==> src/rtl/lsu_access_ctrl.sv <==
// lsu_access_ctrl: load/store access controller between the execute/memory
// stage and the data-memory bus.
//   clk, reset           - core clock, synchronous active-high reset
//   req_valid/req_ready  - request handshake (ready only while idle)
//   req_we/addr/fun3     - store flag, byte address, RISC-V funct3
//   req_wdata            - unshifted store value
//   resp_valid/err/rdata - one-cycle completion pulse, error flag, extended load data
//   stall                - pipeline hold until the response pulse
//   bus_*                - word-aligned bus master (cyc/stb/we/adr/sel/dat_o,
//                          dat_i/ack/err)
// Misaligned accesses crossing a word boundary are split into two bus accesses
// when SPLIT_EN != 0; each bus access is aborted after TIMEOUT wait cycles.
module lsu_access_ctrl #(
  parameter int unsigned SPLIT_EN = 1,
  parameter int unsigned TIMEOUT  = 1023
) (
  input  logic        clk,
  input  logic        reset,
  input  logic        req_valid,
  output logic        req_ready,
  input  logic        req_we,
  input  logic [31:0] req_addr,
  input  logic [2:0]  req_fun3,
  input  logic [31:0] req_wdata,
  output logic        resp_valid,
  output logic [31:0] resp_rdata,
  output logic        resp_err,
  output logic        stall,
  output logic        bus_cyc,
  output logic        bus_stb,
  output logic        bus_we,
  output logic [31:0] bus_adr,
  output logic [3:0]  bus_sel,
  output logic [31:0] bus_dat_o,
  input  logic [31:0] bus_dat_i,
  input  logic        bus_ack,
  input  logic        bus_err
);

  typedef enum logic [2:0] {S_IDLE, S_ACC0, S_ACC1, S_RESP, S_ERR} state_t;

  localparam logic [15:0] TO_LAST = 16'(TIMEOUT - 1);

  state_t      state_q;
  logic [31:0] addr_q, wdata_q, lo_q;
  logic [2:0]  fun3_q;
  logic        we_q;
  logic [15:0] cnt_q;

  logic        req_ready_q, resp_valid_q, resp_err_q;
  logic [31:0] resp_rdata_q;
  logic        bus_cyc_q, bus_stb_q, bus_we_q;
  logic [31:0] bus_adr_q, bus_dat_o_q;
  logic [3:0]  bus_sel_q;

  // Lane decode works on the live request while idle (so the first bus access
  // can be launched on the accept edge) and on the captured copy afterwards.
  logic [31:0] c_addr, c_wdata, base, ld_raw, ld_ext, hi_w, lo_w;
  logic [2:0]  c_fun3;
  logic        c_we, legal, split;
  logic [1:0]  off;
  logic [3:0]  szmask;
  logic [7:0]  mask8;
  logic [63:0] wide;

  always_comb begin
    c_addr  = (state_q == S_IDLE) ? req_addr  : addr_q;
    c_wdata = (state_q == S_IDLE) ? req_wdata : wdata_q;
    c_fun3  = (state_q == S_IDLE) ? req_fun3  : fun3_q;
    c_we    = (state_q == S_IDLE) ? req_we    : we_q;
    off     = c_addr[1:0];
    base    = {c_addr[31:2], 2'b00};
    case (c_fun3[1:0])
      2'b00:   szmask = 4'b0001;
      2'b01:   szmask = 4'b0011;
      default: szmask = 4'b1111;
    endcase
    mask8 = {4'b0000, szmask} << off;
    wide  = {32'h0, c_wdata} << {off, 3'b000};
    split = |mask8[7:4];
    legal = !(c_fun3 == 3'b011 || c_fun3 == 3'b110 || c_fun3 == 3'b111)
            && !(c_we && c_fun3[2]);
    // Final ack in ACC1 supplies the high word; in ACC0 it is the only word.
    hi_w   = (state_q == S_ACC1) ? bus_dat_i : 32'h0;
    lo_w   = (state_q == S_ACC1) ? lo_q      : bus_dat_i;
    ld_raw = 32'({hi_w, lo_w} >> {off, 3'b000});
    case (c_fun3[1:0])
      2'b00:   ld_ext = c_fun3[2] ? {24'h0, ld_raw[7:0]}  : {{24{ld_raw[7]}},  ld_raw[7:0]};
      2'b01:   ld_ext = c_fun3[2] ? {16'h0, ld_raw[15:0]} : {{16{ld_raw[15]}}, ld_raw[15:0]};
      default: ld_ext = ld_raw;
    endcase
  end

  always_ff @(posedge clk) begin
    if (reset) begin
      state_q      <= S_IDLE;
      addr_q       <= '0;
      wdata_q      <= '0;
      lo_q         <= '0;
      fun3_q       <= '0;
      we_q         <= 1'b0;
      cnt_q        <= '0;
      req_ready_q  <= 1'b1;
      resp_valid_q <= 1'b0;
      resp_err_q   <= 1'b0;
      resp_rdata_q <= '0;
      bus_cyc_q    <= 1'b0;
      bus_stb_q    <= 1'b0;
      bus_we_q     <= 1'b0;
      bus_adr_q    <= '0;
      bus_sel_q    <= '0;
      bus_dat_o_q  <= '0;
    end else begin
      case (state_q)
        S_IDLE: begin
          if (req_valid && req_ready_q) begin
            addr_q      <= req_addr;
            wdata_q     <= req_wdata;
            fun3_q      <= req_fun3;
            we_q        <= req_we;
            req_ready_q <= 1'b0;
            if (!legal || (split && SPLIT_EN == 0)) begin
              state_q      <= S_ERR;
              resp_valid_q <= 1'b1;
              resp_err_q   <= 1'b1;
              resp_rdata_q <= '0;
            end else begin
              state_q     <= S_ACC0;
              cnt_q       <= '0;
              bus_cyc_q   <= 1'b1;
              bus_stb_q   <= 1'b1;
              bus_we_q    <= req_we;
              bus_adr_q   <= base;
              bus_sel_q   <= mask8[3:0];
              bus_dat_o_q <= wide[31:0];
            end
          end
        end
        S_ACC0, S_ACC1: begin
          // bus_err takes priority over a simultaneous bus_ack.
          if (bus_err || (!bus_ack && cnt_q == TO_LAST)) begin
            state_q      <= S_ERR;
            resp_valid_q <= 1'b1;
            resp_err_q   <= 1'b1;
            resp_rdata_q <= '0;
            bus_cyc_q    <= 1'b0;
            bus_stb_q    <= 1'b0;
            bus_we_q     <= 1'b0;
            bus_sel_q    <= '0;
            bus_dat_o_q  <= '0;
          end else if (bus_ack) begin
            if (state_q == S_ACC0 && split) begin
              state_q     <= S_ACC1;
              lo_q        <= bus_dat_i;
              cnt_q       <= '0;
              bus_adr_q   <= base + 32'd4;
              bus_sel_q   <= mask8[7:4];
              bus_dat_o_q <= wide[63:32];
            end else begin
              state_q      <= S_RESP;
              resp_valid_q <= 1'b1;
              resp_err_q   <= 1'b0;
              resp_rdata_q <= we_q ? 32'h0 : ld_ext;
              bus_cyc_q    <= 1'b0;
              bus_stb_q    <= 1'b0;
              bus_we_q     <= 1'b0;
              bus_sel_q    <= '0;
              bus_dat_o_q  <= '0;
            end
          end else begin
            cnt_q <= cnt_q + 16'd1;
          end
        end
        S_RESP, S_ERR: begin
          state_q      <= S_IDLE;
          resp_valid_q <= 1'b0;
          resp_err_q   <= 1'b0;
          resp_rdata_q <= '0;
          req_ready_q  <= 1'b1;
        end
        default: state_q <= S_IDLE;
      endcase
    end
  end

  assign req_ready  = req_ready_q;
  assign resp_valid = resp_valid_q;
  assign resp_err   = resp_err_q;
  assign resp_rdata = resp_rdata_q;
  assign stall      = req_valid & ~resp_valid_q;
  assign bus_cyc    = bus_cyc_q;
  assign bus_stb    = bus_stb_q;
  assign bus_we     = bus_we_q;
  assign bus_adr    = bus_adr_q;
  assign bus_sel    = bus_sel_q;
  assign bus_dat_o  = bus_dat_o_q;

endmodule

==> config.mk <==
export PLATFORM = sky130hd
export DESIGN_NAME = lsu_access_ctrl
export DESIGN_NICKNAME = d
export VERILOG_FILES = /design/src/rtl/lsu_access_ctrl.sv
export SDC_FILE = /design/constraint.sdc
export NUM_CORES = 1
export LEC_CHECK = 0
export CORE_MARGIN = 2
export CORE_UTILIZATION = 54
export DETAILED_ROUTE_END_ITERATION = 8
export MAX_ROUTING_LAYER = met4
export PLACE_DENSITY = 0.79
export REMOVE_ABC_BUFFERS = 1
export SLEW_MARGIN = 20
export SYNTH_ARGS = -nofsm -noshare
export SYNTH_HDL_FRONTEND = slang
export SYNTH_SLANG_ARGS = --single-unit
==> constraint.sdc <==
create_clock -name clk -period 4.1 [get_ports clk]
set_clock_uncertainty 0.15 [all_clocks]
set_input_delay 1.23 -clock clk [delete_from_list [all_inputs] [get_ports clk]]
set_output_delay 1.23 -clock clk [all_outputs]
set_load 0.005 [all_outputs]
==> run_results.csv, run 1 <==
group,metric,value,unit
synth,synth_top_area_cell,"dfxtp_1",
critical_path,crit_cells,4,
synth,synth_common_cells,"nand2_1, dfxtp_1, a21oi_1",
run,drv_cap,0,
critical_path,r2r-start,"state_q[1]",
power_and_ir_drop,pwr-share-comb,0.283,
critical_path,cp.required,2720,ps
min_path,hold_class,"register to register",
grt,antenna_found_initial,1,
min_path,hold_start,"bus_adr[21]",
critical_path,critPathMostFrequentCell,"clkdlybuf4s50_1",
synth,ys.flop_type,"dfxtp_1",
clock_tree,cts_buffers,24,
timing,tns,0,ps
die,ios,212,
placement,place_hpwl,25.66,mm
timing,worstMarginPinSlew,1008,ps
drt,wl_per_cell,18.89,um
drt,via_per_inst,6.212,
grt,grt_max_degree,91,
timing,slew_violations,0,
grt,grt_use_total,0.3188,
die,dieHeight,155.4,um
synth,synth.area.top_cells,"dfxtp_1, mux2i_1, nand2_1",
placement,place_congestion,0.9143,
clock_tree,cts_setup_buffers,0,
critical_path,startpoint,"req_valid",
timing,rsz0062_at_grt,"no",
min_path,holdPathEnd,"bus_adr[21]",
synth,syn_inst,1579,
power_and_ir_drop,power.switching,0.002069,W
clock_tree,clk_path_buf_depth,3,
layout,multiInputGateArea,0.007362,mm^2
drt,wl,38.64,mm
synth,ys_ff_latch,222,
die,dieArea,0.02415,mm^2
synth,async_reset_ff_frac,0,
critical_path,crit_arrival,2530,ps
critical_path,crit_chain,"clkdlybuf4s50_1 -> inv_1 -> nor2_1 -> clkdlybuf4s50_1",
die,start_util,0.5483,
timing,slew_headroom,0.3281,
layout,drive_above_1_share,0.08414,
critical_path,cpPeakStageDelay,590,ps
synth,syn_area_per_cell,7.838,um^2
synth,synth_edf_count,0,
critical_path,r2r_setup_slack,670,ps
clock_tree,cts.repair.resized,0,
synth,netlist_area,0.01238,mm^2
critical_path,path_delay_family,"buffers and inverters",
drt,vias,12700,
grt,grt-ovfl-total,0,
synth,synth.most_common_cell,"nand2_1",
power_and_ir_drop,seqPwrFrac,0.373,
clock_tree,htreeDepth,1,
timing,hold_viol_final,0,
critical_path,reg2reg_depth,8,
critical_path,crit_buf_inv,3,
critical_path,r2r-end,"bus_dat_o[2]",
synth,ys_seq_area_frac,0.3591,
min_path,hold_depth,2,
die,std_cell_rows,55,
die,core-area,0.02257,mm^2
grt,grt_pass1_vias,11820,
critical_path,crit_slowest_cell,"clkdlybuf4s50_1",
layout,seq_area,0.004446,mm^2
clock_tree,clkSinkCount,222,
synth,synth_top_area_frac,0.3591,
timing,fin_crit_sh,0.9536,
timing,setup_viol,0,
drt,drt_iter0_drc,1191,
layout,n_fill_cell,1849,
grt,grt_pass1_wl,61.63,mm
layout,nets,1852,
clock_tree,cts_tree,"done",
timing,period_minus_slack,3910,ps
clock_tree,clockRootBuffer,"clkbuf_16",
placement,io_buffers,209,
drt,remaining_drc_errors,0,
critical_path,start_kind,"input port",
power_and_ir_drop,power.leakage,6.062,nW
placement,post_dp_cell_area,0.01476,mm^2
critical_path,setup.worst_path.end_class,"primary output",
synth,yosysWarnings,0,
timing,max_freq,0.2558,GHz
critical_path,crit_fanout,4,
layout,finish.instance_area,0.01557,mm^2
synth,synth_cell_type_count,82,
layout,area_delta_synth_final,25.79,%
clock_tree,hold_buffers,0,
power_and_ir_drop,ir_drop,0.2914,mV
drt,dr.pass1.iters,5,
power_and_ir_drop,power.internal,0.004438,W
clock_tree,cts.clk_slew.worst_paths,50,ps
run_status,status,"completed",
drt,detail-route-antenna-nets,0,
critical_path,crit_type,"input port to primary output",
die,die_x,155.4,um
power_and_ir_drop,cellPowerDensity,418.0,mW/mm^2
power_and_ir_drop,clkPwrFrac,0.344,
power_and_ir_drop,swShare,0.3180,
clock_tree,insertion_delay,530,ps
==> final cells by class <==
cell class | count | area share
multi-input cells | 1224 | 0.4729
inverters | 9 | 0.002170
clock inverters | 7 | 0.005626
flip-flops and latches | 222 | 0.2855
repair buffers | 263 | 0.1645
well taps | 285 | 0.02290
clock buffers | 34 | 0.04621
diodes | 1 | 0.0001607
==> registers in the layout (all words and copies together) (netlist names) <==
register    cells
req_ready       1
bus_adr        30
resp_rdata     32
state_q         3
fun3_q          3
wdata_q        32
bus_stb         1
lo_q           32
resp_valid      1
bus_we          1
we_q            1
bus_dat_o      32
resp_err        1
cnt_q          16
addr_q         32
bus_sel         4
==> worst max-delay path by stage <==
| stage | to | slack (ps) |
|---|---|---|
| finish | stall | 190 |
| global route | stall | 140 |
| CTS | stall | 180 |
| detailed placement | stall | 180 |
| global placement | stall | 170 |
| floorplan | bus_adr[8] | -1380 |
==> through the flow <==
stage               utilization  setup slack [ps]  cells  hold WS (ps)  total power [W]
detailed placement       0.6539             177.2   2003         291.8         0.004268
global route             0.6897             140.2   2045         324.3         0.006782
finish                   0.6897             190.3   2045         302.9         0.006508
CTS                      0.6896             177.3   2044         304.2         0.006489
global placement         0.6539             174.1   2003         289.6         0.004233
floorplan                     -             -1378   1455         275.1         0.003504
==> per-layer routing <==
layer	track usage	share of wire	vias up
li1	-	-	5967
met1	0.4302	0.43	6010
met2	0.4924	0.45	636
met3	0.04958	0.091	91
met4	0.1022	0.027	0
met5	-	0	-
==> cell families after synthesis <==
| family | count (synthesis) | share of synthesized area |
|---|---|---|
| AO/OA/AOI/OAI | 403 | 0.2141 |
| XOR/XNOR | 24 | 0.01759 |
| adder cells (fa/ha/maj) | 3 | 0.003033 |
| buffers and inverters | 134 | 0.04943 |
| flip-flops | 222 | 0.3591 |
| multiplexers | 152 | 0.1250 |
| other | 1 | 0.0003030 |
| AND/OR/NAND/NOR | 640 | 0.2315 |
==> worst reg2reg max path: stages (launching register included) <==
cell,delay [ps]
dfxtp_1,440
buf_4,260
xnor2_2,520
nor2_2,90
buf_4,240
nor2_1,700
nand2_1,410
o22a_1,300
a211oi_1,230
==> placed cells by master (no fill, tap or decap), types with 11 or more instances in the layout <==
master           count
a21oi_1            159
o21ai_0             37
nor2b_1             19
and3_1              17
dfxtp_1            221
mux2i_1            131
nor3_1              25
a22oi_1             29
a221oi_1            15
buf_4               49
a211oi_1            46
o311ai_1            11
mux2_2              20
nor2_1             137
nand2_1            339
clkdlybuf4s50_1    208
nand3_1             35
or3_1               11
clkbuf_16           25
xor2_1              15
==> power groups by stage <==
stage          clock, W  sequential (W)  combinational (W)
2_1_floorplan         0         0.00246            0.00104
3_3_place_gp          0         0.00247            0.00177
3_5_place_dp          0         0.00247            0.00180
4_1_cts         0.00225         0.00243            0.00181
5_1_grt         0.00235         0.00245            0.00198
6_report        0.00224         0.00243            0.00184
(Power assumes the default switching activity.)
==> run 2: changes to the inputs <==
--- a/config.mk
+++ b/config.mk
@@ -11,7 +11,8 @@
 export MAX_ROUTING_LAYER = met4
 export PLACE_DENSITY = 0.79
 export REMOVE_ABC_BUFFERS = 1
-export SLEW_MARGIN = 20
+export SLEW_MARGIN = 0
 export SYNTH_ARGS = -nofsm -noshare
 export SYNTH_HDL_FRONTEND = slang
 export SYNTH_SLANG_ARGS = --single-unit
+export TNS_END_PERCENT = 100
==> results of run 2 <==
No change in the layout: final DEF, timing and power equal those of run 1.
